## src/rtl/controlador_contador_pkg.sv

```systemverilog
// rtl/controlador_contador_pkg.sv - shared state encodings and defaults for the display counter controller
//
// Purpose: state encoding of the start/pause FSM and the default count width,
//          shared by controlador_contador and its bench.
// Ports:   none (package).

package controlador_contador_pkg;

    localparam int LARGURA_PADRAO = 4;

    typedef enum logic [1:0] {
        PARADO   = 2'b00,
        CONTANDO = 2'b01,
        PAUSADO  = 2'b10,
        FIM      = 2'b11
    } estado_t;

endpackage

```

## src/rtl/controlador_contador_gerador_tick.sv

```systemverilog
// rtl/controlador_contador_gerador_tick.sv - prescaler producing a registered one-cycle count-enable pulse
//
// Purpose: counts 0..DIVISOR-1 while enabled and raises o_tick during the
//          cycle in which the count sits at DIVISOR-1 and the owner is
//          still enabled.
// Ports:
//   i_clk           clock
//   i_rst_n         asynchronous active-low reset
//   i_habilita      count this cycle (owner is in its counting state now)
//   i_habilita_prox owner will be in its counting state next cycle
//   i_limpa         clear the count (wins over i_habilita)
//   o_tick          registered pulse, high while count == DIVISOR-1 and enabled

module gerador_tick #(
    parameter int DIVISOR = 4
) (
    input  logic i_clk,
    input  logic i_rst_n,
    input  logic i_habilita,
    input  logic i_habilita_prox,
    input  logic i_limpa,
    output logic o_tick
);

    localparam int W = (DIVISOR > 1) ? $clog2(DIVISOR) : 1;
    localparam logic [W-1:0] MAXIMO = W'(DIVISOR - 1);

    logic [W-1:0] r_cnt;
    logic [W-1:0] w_cnt_prox;
    logic         r_tick;

    always_comb begin
        w_cnt_prox = r_cnt;
        if (i_limpa) begin
            w_cnt_prox = '0;
        end else if (i_habilita) begin
            w_cnt_prox = (r_cnt == MAXIMO) ? '0 : r_cnt + 1'b1;
        end
    end

    // The pulse is registered from the next count and next enable, so it is
    // high exactly in the cycles where the count equals DIVISOR-1 while the
    // owner is counting; a held count of DIVISOR-1 fires again on resume.
    always_ff @(posedge i_clk or negedge i_rst_n) begin
        if (!i_rst_n) begin
            r_cnt  <= '0;
            r_tick <= 1'b0;
        end else begin
            r_cnt  <= w_cnt_prox;
            r_tick <= i_habilita_prox && (w_cnt_prox == MAXIMO);
        end
    end

    assign o_tick = r_tick;

endmodule

```

## src/rtl/controlador_contador.sv

```systemverilog
// rtl/controlador_contador.sv - start/pause sequencing controller for the 4-bit display counter
//
// Purpose: single-clock counter controller. An internal prescaler gives a
//          count-enable pulse; a start/pause FSM owns the count value, with
//          up/down direction, programmable terminal value and one-shot or
//          continuous operation. S feeds the 7-segment decoder directly.
// Ports:
//   clock_inicial  system clock
//   reset          asynchronous active-low reset
//   iniciar        start/restart request (async level, acted on at sync rising edge)
//   pausar         pause/resume request (async level, acted on at sync rising edge)
//   direcao        0 = up 0->limite, 1 = down limite->0 (latched at start)
//   continuo       0 = stop at target, 1 = wrap and keep counting (read live)
//   limite         terminal value (latched at start)
//   S              current count value
//   tick           one-cycle count-enable pulse, only while counting
//   estado         current FSM state
//   fim            one-cycle pulse when S reaches the target

module controlador_contador
    import controlador_contador_pkg::*;
#(
    parameter int LARGURA = LARGURA_PADRAO,
    parameter int DIVISOR = 50000000
) (
    input  logic               clock_inicial,
    input  logic               reset,
    input  logic               iniciar,
    input  logic               pausar,
    input  logic               direcao,
    input  logic               continuo,
    input  logic [LARGURA-1:0] limite,
    output logic [LARGURA-1:0] S,
    output logic               tick,
    output logic [1:0]         estado,
    output logic               fim
);

    // Synchronizers plus one history flop each for edge detection.
    logic r_ini_s1, r_ini_s2, r_ini_h;
    logic r_pau_s1, r_pau_s2, r_pau_h;
    logic w_ini_borda;
    logic w_pau_borda;

    estado_t r_estado;
    estado_t w_estado_prox;

    logic               r_dir;
    logic [LARGURA-1:0] r_lim;
    logic [LARGURA-1:0] r_s;
    logic               r_fim;

    logic               w_dir_prox;
    logic [LARGURA-1:0] w_lim_prox;
    logic [LARGURA-1:0] w_s_prox;
    logic               w_fim_prox;

    logic [LARGURA-1:0] w_inicio;
    logic [LARGURA-1:0] w_alvo;
    logic [LARGURA-1:0] w_inicio_novo;
    logic [LARGURA-1:0] w_passo;
    logic               w_tick;
    logic               w_avanca;

    always_ff @(posedge clock_inicial or negedge reset) begin
        if (!reset) begin
            r_ini_s1 <= 1'b0;
            r_ini_s2 <= 1'b0;
            r_ini_h  <= 1'b0;
            r_pau_s1 <= 1'b0;
            r_pau_s2 <= 1'b0;
            r_pau_h  <= 1'b0;
        end else begin
            r_ini_s1 <= iniciar;
            r_ini_s2 <= r_ini_s1;
            r_ini_h  <= r_ini_s2;
            r_pau_s1 <= pausar;
            r_pau_s2 <= r_pau_s1;
            r_pau_h  <= r_pau_s2;
        end
    end

    assign w_ini_borda = r_ini_s2 & ~r_ini_h;
    assign w_pau_borda = r_pau_s2 & ~r_pau_h;

    // Start and target of the run in progress (latched values) and of a
    // run being started this cycle (live inputs).
    assign w_inicio      = r_dir ? r_lim : '0;
    assign w_alvo        = r_dir ? '0 : r_lim;
    assign w_inicio_novo = direcao ? limite : '0;
    assign w_passo       = r_dir ? (r_s - 1'b1) : (r_s + 1'b1);

    // A pause edge discards a coincident tick; a start edge overrides both.
    assign w_avanca = (r_estado == CONTANDO) && w_tick && !w_pau_borda;

    // State register.
    always_ff @(posedge clock_inicial or negedge reset) begin
        if (!reset) begin
            r_estado <= PARADO;
        end else begin
            r_estado <= w_estado_prox;
        end
    end

    // Next-state logic.
    always_comb begin
        w_estado_prox = r_estado;
        if (w_ini_borda) begin
            // limite=0 makes start equal target: a one-shot run is over at once.
            w_estado_prox = ((limite == '0) && !continuo) ? FIM : CONTANDO;
        end else begin
            case (r_estado)
                CONTANDO: begin
                    if (w_pau_borda) begin
                        w_estado_prox = PAUSADO;
                    end else if (w_tick) begin
                        if (r_s != w_alvo) begin
                            if ((w_passo == w_alvo) && !continuo) begin
                                w_estado_prox = FIM;
                            end
                        end else if ((w_inicio == w_alvo) && !continuo) begin
                            // Degenerate run: each reload is itself a target hit.
                            w_estado_prox = FIM;
                        end
                    end
                end
                PAUSADO: begin
                    if (w_pau_borda) begin
                        w_estado_prox = CONTANDO;
                    end
                end
                default: begin
                    w_estado_prox = r_estado;
                end
            endcase
        end
    end

    // Datapath next values: count, target pulse and latched run settings.
    always_comb begin
        w_dir_prox = r_dir;
        w_lim_prox = r_lim;
        w_s_prox   = r_s;
        w_fim_prox = 1'b0;
        if (w_ini_borda) begin
            w_dir_prox = direcao;
            w_lim_prox = limite;
            w_s_prox   = w_inicio_novo;
            w_fim_prox = (limite == '0);
        end else if (w_avanca) begin
            if (r_s != w_alvo) begin
                w_s_prox   = w_passo;
                w_fim_prox = (w_passo == w_alvo);
            end else begin
                // Sitting on target in continuous mode: wrap back to start.
                w_s_prox   = w_inicio;
                w_fim_prox = (w_inicio == w_alvo);
            end
        end
    end

    always_ff @(posedge clock_inicial or negedge reset) begin
        if (!reset) begin
            r_dir <= 1'b0;
            r_lim <= '0;
            r_s   <= '0;
            r_fim <= 1'b0;
        end else begin
            r_dir <= w_dir_prox;
            r_lim <= w_lim_prox;
            r_s   <= w_s_prox;
            r_fim <= w_fim_prox;
        end
    end

    // The prescaler runs in every cycle spent in CONTANDO (including the
    // cycle a pause is taken) and is held otherwise.
    gerador_tick #(
        .DIVISOR(DIVISOR)
    ) u_gerador_tick (
        .i_clk          (clock_inicial),
        .i_rst_n        (reset),
        .i_habilita     (r_estado == CONTANDO),
        .i_habilita_prox(w_estado_prox == CONTANDO),
        .i_limpa        (w_ini_borda),
        .o_tick         (w_tick)
    );

    assign S      = r_s;
    assign fim    = r_fim;
    assign estado = r_estado;
    assign tick   = w_tick;

endmodule
```

## config.mk

```make
export PLATFORM = sky130hd
export DESIGN_NAME = controlador_contador
export DESIGN_NICKNAME = d
export VERILOG_FILES = /design/src/rtl/controlador_contador_pkg.sv /design/src/rtl/controlador_contador_gerador_tick.sv /design/src/rtl/controlador_contador.sv
export SDC_FILE = /design/constraint.sdc
export NUM_CORES = 1
export LEC_CHECK = 0
export BUFFER_PORTS_ARGS = -buffer_cell sky130_fd_sc_hd__buf_2
export CORE_UTILIZATION = 40
export DETAILED_ROUTE_END_ITERATION = 12
export SKIP_CTS_REPAIR_TIMING = 1
export SLEW_MARGIN = 20
export SYNTH_ARGS = -nofsm -noshare
export SYNTH_HDL_FRONTEND = slang
export SYNTH_HIERARCHICAL = 1
export SYNTH_SLANG_ARGS = --single-unit
```

## constraint.sdc

```tcl
create_clock -name clock_inicial -period 2.4 [get_ports clock_inicial]
set_input_delay 0.24 -clock clock_inicial [delete_from_list [all_inputs] [get_ports clock_inicial]]
set_output_delay 0.24 -clock clock_inicial [all_outputs]
set_load 0.03 [all_outputs]
```

Yosys cells after proc, flatten, opt, wreduce, memory -nomap -nowiden. Index checks and enable logic that the tools add are counted.

Bitwise operators: 4. Multiplexer cells: 22. $add $sub $neg: 3. Reductions and logical operators: 10. Eq/ne operators: 8.

Operators by type and width (count): 2-to-1 mux 26 bit (3); == test 26 bit (second input constant) (2); 2-to-1 mux 4 bit (7); adder 26 x 1 -> 26 bit (second input constant) (1); 2-to-1 mux 2 bit (8); == test 4 bit (2); logical AND 1 bit (6); adder 4 x 1 -> 4 bit (second input constant) (1); == test 2 x 1 -> 1 bit (second input constant) (2); logical NOT 4 bit (1); inequality test 4 bit (1); one-hot mux 2 bit (2 select lines) (1); subtractor 4 x 1 -> 4 bit (second input constant) (1); 2-to-1 mux 1 bit (3); AND 1 bit (2); == test 2 bit (second input constant) (1); logical NOT 1 bit (2); inverter 1 bit (2); nonzero test 2 bit (1).

Register bits: 45.

Longest topological paths before layout.
Depth in word-level cells: 12. Mapped depth: 14. Gate-level depth less buffers: 14.

Cells and area by module. Netlist, hierarchy kept.

Modules (own cells, without submodules): gerador_tick (sequential area each 675.6 um^2, times used 1, cells each 176, area each 1602.8 um^2); controlador_contador (sequential area each 450.4 um^2, times used 1, cells each 125, area each 1169.9 um^2).

Worst setup path before layout. No wires, ideal clock.

Path kind: register -> register. Start point: register r_s[1] (netlist: S[1]). End point: register u_gerador_tick.r_tick (netlist: u_gerador_tick/o_tick). Slack: -0.430 ns. Cell stages (with the launch flop): 14. Arrival time: 2.734 ns. Data required time: 2.304 ns. Setup time: 0.096 ns. Cell sequence: dfrtp_1 fa_1 and4b_1 a22oi_1 a21oi_1 a2bb2oi_2 o21ai_1 nor2b_2 nand3_1 nor2_1 nand4bb_1 nor4_1 o221ai_1 nor4_2.

Longest elaborated chain between the ends: 12. Elaborated cells between the ends (all ways): 14.

RTL lines: start: declaration (RTL line controlador_contador.sv:50) `logic [LARGURA-1:0] r_s;`; start signal: assignment (RTL line controlador_contador.sv:171) `r_s <= w_s_prox;`; adder 4 x 1 -> 4 bit or subtractor 4 x 1 -> 4 bit (tied branches) (RTL line controlador_contador.sv:91) `assign w_passo = r_dir ? (r_s - 1'b1) : (r_s + 1'b1);`; 2-to-1 mux 4 bit (RTL line controlador_contador.sv:91); == test 4 bit (RTL line controlador_contador.sv:118) `if ((w_passo == w_alvo) && !continuo) begin`; logical AND 1 bit (RTL line controlador_contador.sv:118); 2-to-1 mux 2 bit (RTL line controlador_contador.sv:118); 2-to-1 mux 2 bit (*) (RTL line controlador_contador.sv:117) `if (r_s != w_alvo) begin`; 2-to-1 mux 2 bit (*) (RTL line controlador_contador.sv:116) `end else if (w_tick) begin`; 2-to-1 mux 2 bit (*) (RTL line controlador_contador.sv:114) `if (w_pau_borda) begin`; one-hot mux 2 bit (2 select lines) (*) (RTL line controlador_contador.sv:112) `case (r_estado)`; 2-to-1 mux 2 bit (*) (RTL line controlador_contador.sv:108) `if (w_ini_borda) begin`; named net w_estado_prox[1] (RTL line controlador_contador.sv:46) `estado_t w_estado_prox;`; == test 2 x 1 -> 1 bit (*) (RTL line controlador_contador.sv:184) `.i_habilita_prox(w_estado_prox == CONTANDO),`; logical AND 1 bit (*) (RTL line controlador_contador_gerador_tick.sv:50) `r_tick <= i_habilita_prox && (w_cnt_prox == MAXIMO);`; end signal: assignment (RTL line controlador_contador_gerador_tick.sv:50); end: declaration (RTL line controlador_contador_gerador_tick.sv:30) `logic r_tick;`.

Mark *: on every way through the listed nets, which the timed path passes. The rest lies on a longest branch. A chain may end at the register's enable or synchronous reset.

Worst setup path after layout.
Start point: register r_dir. End point: register u_gerador_tick.r_tick (netlist: u_gerador_tick/o_tick).

Longest elaborated chain between the ends: 11. Elaborated cells between the ends (all ways): 17.

RTL lines: start: declaration (RTL line controlador_contador.sv:48) `logic r_dir;`; start signal: assignment (RTL line controlador_contador.sv:169) `r_dir <= w_dir_prox;`; 2-to-1 mux 4 bit, on equally long branches (RTL line controlador_contador.sv:88, controlador_contador.sv:89, controlador_contador.sv:91); == test 4 bit, on equally long branches (RTL line controlador_contador.sv:121, controlador_contador.sv:118); logical AND 1 bit, on equally long branches (RTL line controlador_contador.sv:121, controlador_contador.sv:118); 2-to-1 mux 2 bit, on equally long branches (RTL line controlador_contador.sv:121, controlador_contador.sv:118); 2-to-1 mux 2 bit (*) (RTL line controlador_contador.sv:117); 2-to-1 mux 2 bit (*) (RTL line controlador_contador.sv:116); 2-to-1 mux 2 bit (*) (RTL line controlador_contador.sv:114); one-hot mux 2 bit (2 select lines) (*) (RTL line controlador_contador.sv:112); 2-to-1 mux 2 bit (*) (RTL line controlador_contador.sv:108); named net w_estado_prox[0] (RTL line controlador_contador.sv:46); == test 2 x 1 -> 1 bit (*) (RTL line controlador_contador.sv:184); logical AND 1 bit (*) (RTL line controlador_contador_gerador_tick.sv:50).

Marks and branches as above.

==> flow_metrics.tcl <==
set metrics [dict create \
    arrival_ps 3080 \
    avgRoutedWirePerCell_um 14.47 \
    h-tree-depth 2 \
    dieArea_sq_um 7268 \
    synth_async_sr_flop_share_pct 100.0 \
    start_kind "flop" \
    core_area_sq_um 6531 \
    tightest_slew_ps 503.5 \
    period_minus_slack_ps 2874 \
    layout.nets 376 \
    hold_violations 0 \
    routed_via_density 5.342 \
    ir_drop_uv 452.7 \
    area_delta_synth_final_pct 23.51 \
    netSwitchingFraction_pct 32.40 \
    synth_fp_nets 317 \
    firstDrtPassIters 4 \
    grt_pass1_vias 2319 \
    fmax_mhz 347.9 \
    cpPeakStageDelay_ps 630 \
    diodes 0 \
    p_seq_share_pct 39.1 \
    endpoint_kind "flop" \
    num_vias 2340 \
    synth_ff_type "dfrtp_1" \
    crit_top_cell "nor4_2" \
    totalPowerFinal_mw 2.303 \
    rows 29 \
    layout_setup_ws_ps -474.3 \
    grt_overflow_total 0 \
    drtIter0Drc 87 \
    p_switching_mw 0.7462 \
    cp_slowest_cell "fa_2" \
    layout-drive-gt1-share_pct 28.25 \
    cts_sinks 45 \
    drtAntennaViolNets 0 \
    avgSynthCellArea_sq_um 9.211 \
    min_period_over_period_pct 119.8 \
    grt_pass1_wl_um 10850 \
    io_buffers 17 \
    path_delay_family "simple AND/OR/NAND/NOR gates" \
    p_clk_share_pct 25.7 \
    antenna_found_initial 0 \
    clock_latency_ps 300 \
    die_h_um 85.26 \
    dp_hpwl_um 4939 \
    synth.distinct_cells 63 \
    cp_cell_sequence "fa_2, and4b_1, a22oi_2, a21oi_2, a2bb2oi_4, o21ai_2, nor2b_4, nand3_2, nor2_1, nand4bb_1, nor4_2, o221ai_2, nor4_2" \
    start_util_pct 42.45 \
    cts_root_buf "clkbuf_8" \
    violations "negative setup slack" \
    path_class "reg2reg" \
    setup_viol 1 \
    report.final.slew_viol_count 0 \
    fin_cells 438 \
    maxSlewHeadroom_pct 66.43 \
    synth.ff_latch_count 45 \
    maxCapViolations 0 \
    p_int_mw 1.557 \
    fp.dieW_um 85.26 \
    grt_use_total_pct 18.85 \
    clockBufferDepth 2 \
    ys_seq_area_share_pct 40.61 \
    synth_edf_count 0 \
    pwr-share-comb_pct 35.2 \
    fin_util_pct 52.43 \
    status "finished with violations" \
    cts_buffers 5 \
    leakage_nw 1.501 \
    worstPathMaxFanout 4 \
    ioPinCount 18 \
    yosysWarnings 6 \
    synthCells 301 \
    cts_tree "done" \
    critical_path_buf_inv_count 0 \
    grt_start_max_net_pins 25 \
    required_ps 2610 \
    rsz0062_at_grt "true" \
    hp-class "in2reg" \
    power_density_nw_per_um2 672.5 \
    drcViolationCount 0 \
    dp.cells 429 \
    syn_area_sq_um 2773 \
    clkTransAtPathRegs_ps 80 \
    skew_ps 5.387 \
    gp_congestion 0.9380 \
    hold_ws_ps 45.17 \
    wl_um 6340 \
]
[path summary, 6_finish.rpt]
path                            startpoint               endpoint  slack (ps)  cells after the start
worst max register to register       r_dir  u_gerador_tick/o_tick        -470                     13
max in group asynchronous            reset                   S[1]        1400                      3
worst min-delay path                pausar               r_pau_s1          50                      1
min in group asynchronous            reset               r_pau_s1         440                      2
worst min register to register    r_pau_s1               r_pau_s2         360                      0
worst max-delay path                 r_dir  u_gerador_tick/o_tick        -470                     13
[flip-flops by register name (all words and copies together), names as in the netlist]
signal,cells
fim,1
r_ini_s1,1
u_gerador_tick/o_tick,1
estado,2
r_lim,4
r_dir,1
u_gerador_tick/r_cnt,26
S,4
r_pau_h,1
r_ini_s2,1
r_pau_s2,1
r_ini_h,1
r_pau_s1,1
[metrics by stage]
stage | worst slack (ps) | TNS (ps) | instance area [sq um]
floorplan | -283.6 | -283.6 | 2789
detailed placement | -514.9 | -514.9 | 3254
global placement | -349.1 | -349.1 | 3254
finish | -474.3 | -474.3 | 3425
global route | -736.1 | -736.1 | 3425
CTS | -534.3 | -534.3 | 3374
[power by group through the flow]
stage / Clock (mW) / Combinational (mW) / Sequential (mW)
floorplan: 0 / 0.488 / 0.957
global placement: 0 / 0.767 / 0.913
detailed placement: 0 / 0.782 / 0.913
CTS: 0.607 / 0.784 / 0.900
global route: 0.638 / 0.895 / 0.912
finish: 0.592 / 0.810 / 0.901
[layout by cell type (no fill, tap or decap), drive strengths merged, types with 3 or more instances in the layout]
| master | synthesis | layout |
|---|---|---|
| dfrtp | 45 | 45 |
| o21ai | 10 | 10 |
| inv | 6 | 6 |
| xor2 | 14 | 14 |
| nor2b | 4 | 4 |
| nor3 | 4 | 4 |
| and3 | 3 | 3 |
| or3 | 4 | 4 |
| clkbuf | 7 | 6 |
| nor4 | 8 | 8 |
| nand3b | 4 | 4 |
| ha | 5 | 5 |
| nand2b | 3 | 3 |
| o211ai | 4 | 4 |
| nand4 | 8 | 8 |
| nor3b | 3 | 3 |
| nand2 | 39 | 39 |
| or4b | 3 | 3 |
| a21oi | 11 | 11 |
| nand3 | 14 | 14 |
| a211oi | 5 | 5 |
| or2 | 4 | 4 |
| buf | 7 | 65 |
| nor2 | 40 | 40 |
| xnor2 | 16 | 16 |
[cells by family (layout without fill, tap and decap cells)]
group	Yosys count	after routing	synth area share (%)
flops	45	45	40.61
mux	3	3	1.173
compound gates	45	45	12.18
fa+ha+maj	6	6	2.978
xor+xnor	31	31	10.29
simple gates	151	151	29.20
buf+inv	20	80	3.565
[cells in the mapped netlist, types with 2 or more instances]
master / number / share of area [%]
nand4bb_1: 2 / 0.81
xor2_1: 14 / 4.4
inv_1: 6 / 0.81
o22ai_1: 2 / 0.45
buf_2: 4 / 0.72
mux2_2: 2 / 0.81
a21oi_1: 11 / 2.0
and3_1: 3 / 0.68
a211oi_1: 3 / 0.81
o221ai_1: 2 / 0.63
nand4_1: 8 / 1.8
a211oi_2: 2 / 0.90
nor2_1: 40 / 5.4
nand2_1: 38 / 5.1
or3_1: 3 / 0.68
nor3b_1: 3 / 0.81
dfrtp_1: 45 / 41
ha_1: 5 / 2.3
nor3_1: 4 / 0.72
clkbuf_1: 7 / 0.95
o21ai_0: 8 / 1.4
nand3b_1: 4 / 1.1
a31oi_1: 2 / 0.45
or2_1: 3 / 0.68
nand3_1: 14 / 2.5
buf_6: 2 / 0.81
or4b_1: 2 / 0.72
nor2b_1: 3 / 0.68
xnor2_1: 16 / 5.1
nor4_1: 6 / 1.4
o211ai_1: 3 / 0.81
nand2b_1: 3 / 0.68
[cell type report]
type                            instances  area, sq um
Clock inverter                          2        37.54
Tap cell                               77        96.34
Clock buffer                            6        82.58
Fill cell                             615         3107
Multi-Input combinational cell        236         1599
Inverter                                6        22.52
Timing Repair Buffer                   66        455.4
Sequential cell                        45         1131
[per-layer routing]
layer / vias up / track usage [%] / wire length, um
li1: 1177 / - / -
met1: 1122 / 25.81 / 3069
met2: 34 / 30.43 / 3020
met3: 7 / 3.113 / 162
met4: 0 / 6.515 / 88
met5: - / 0 / 0
Note: power is estimated with default switching activity, not from simulation.
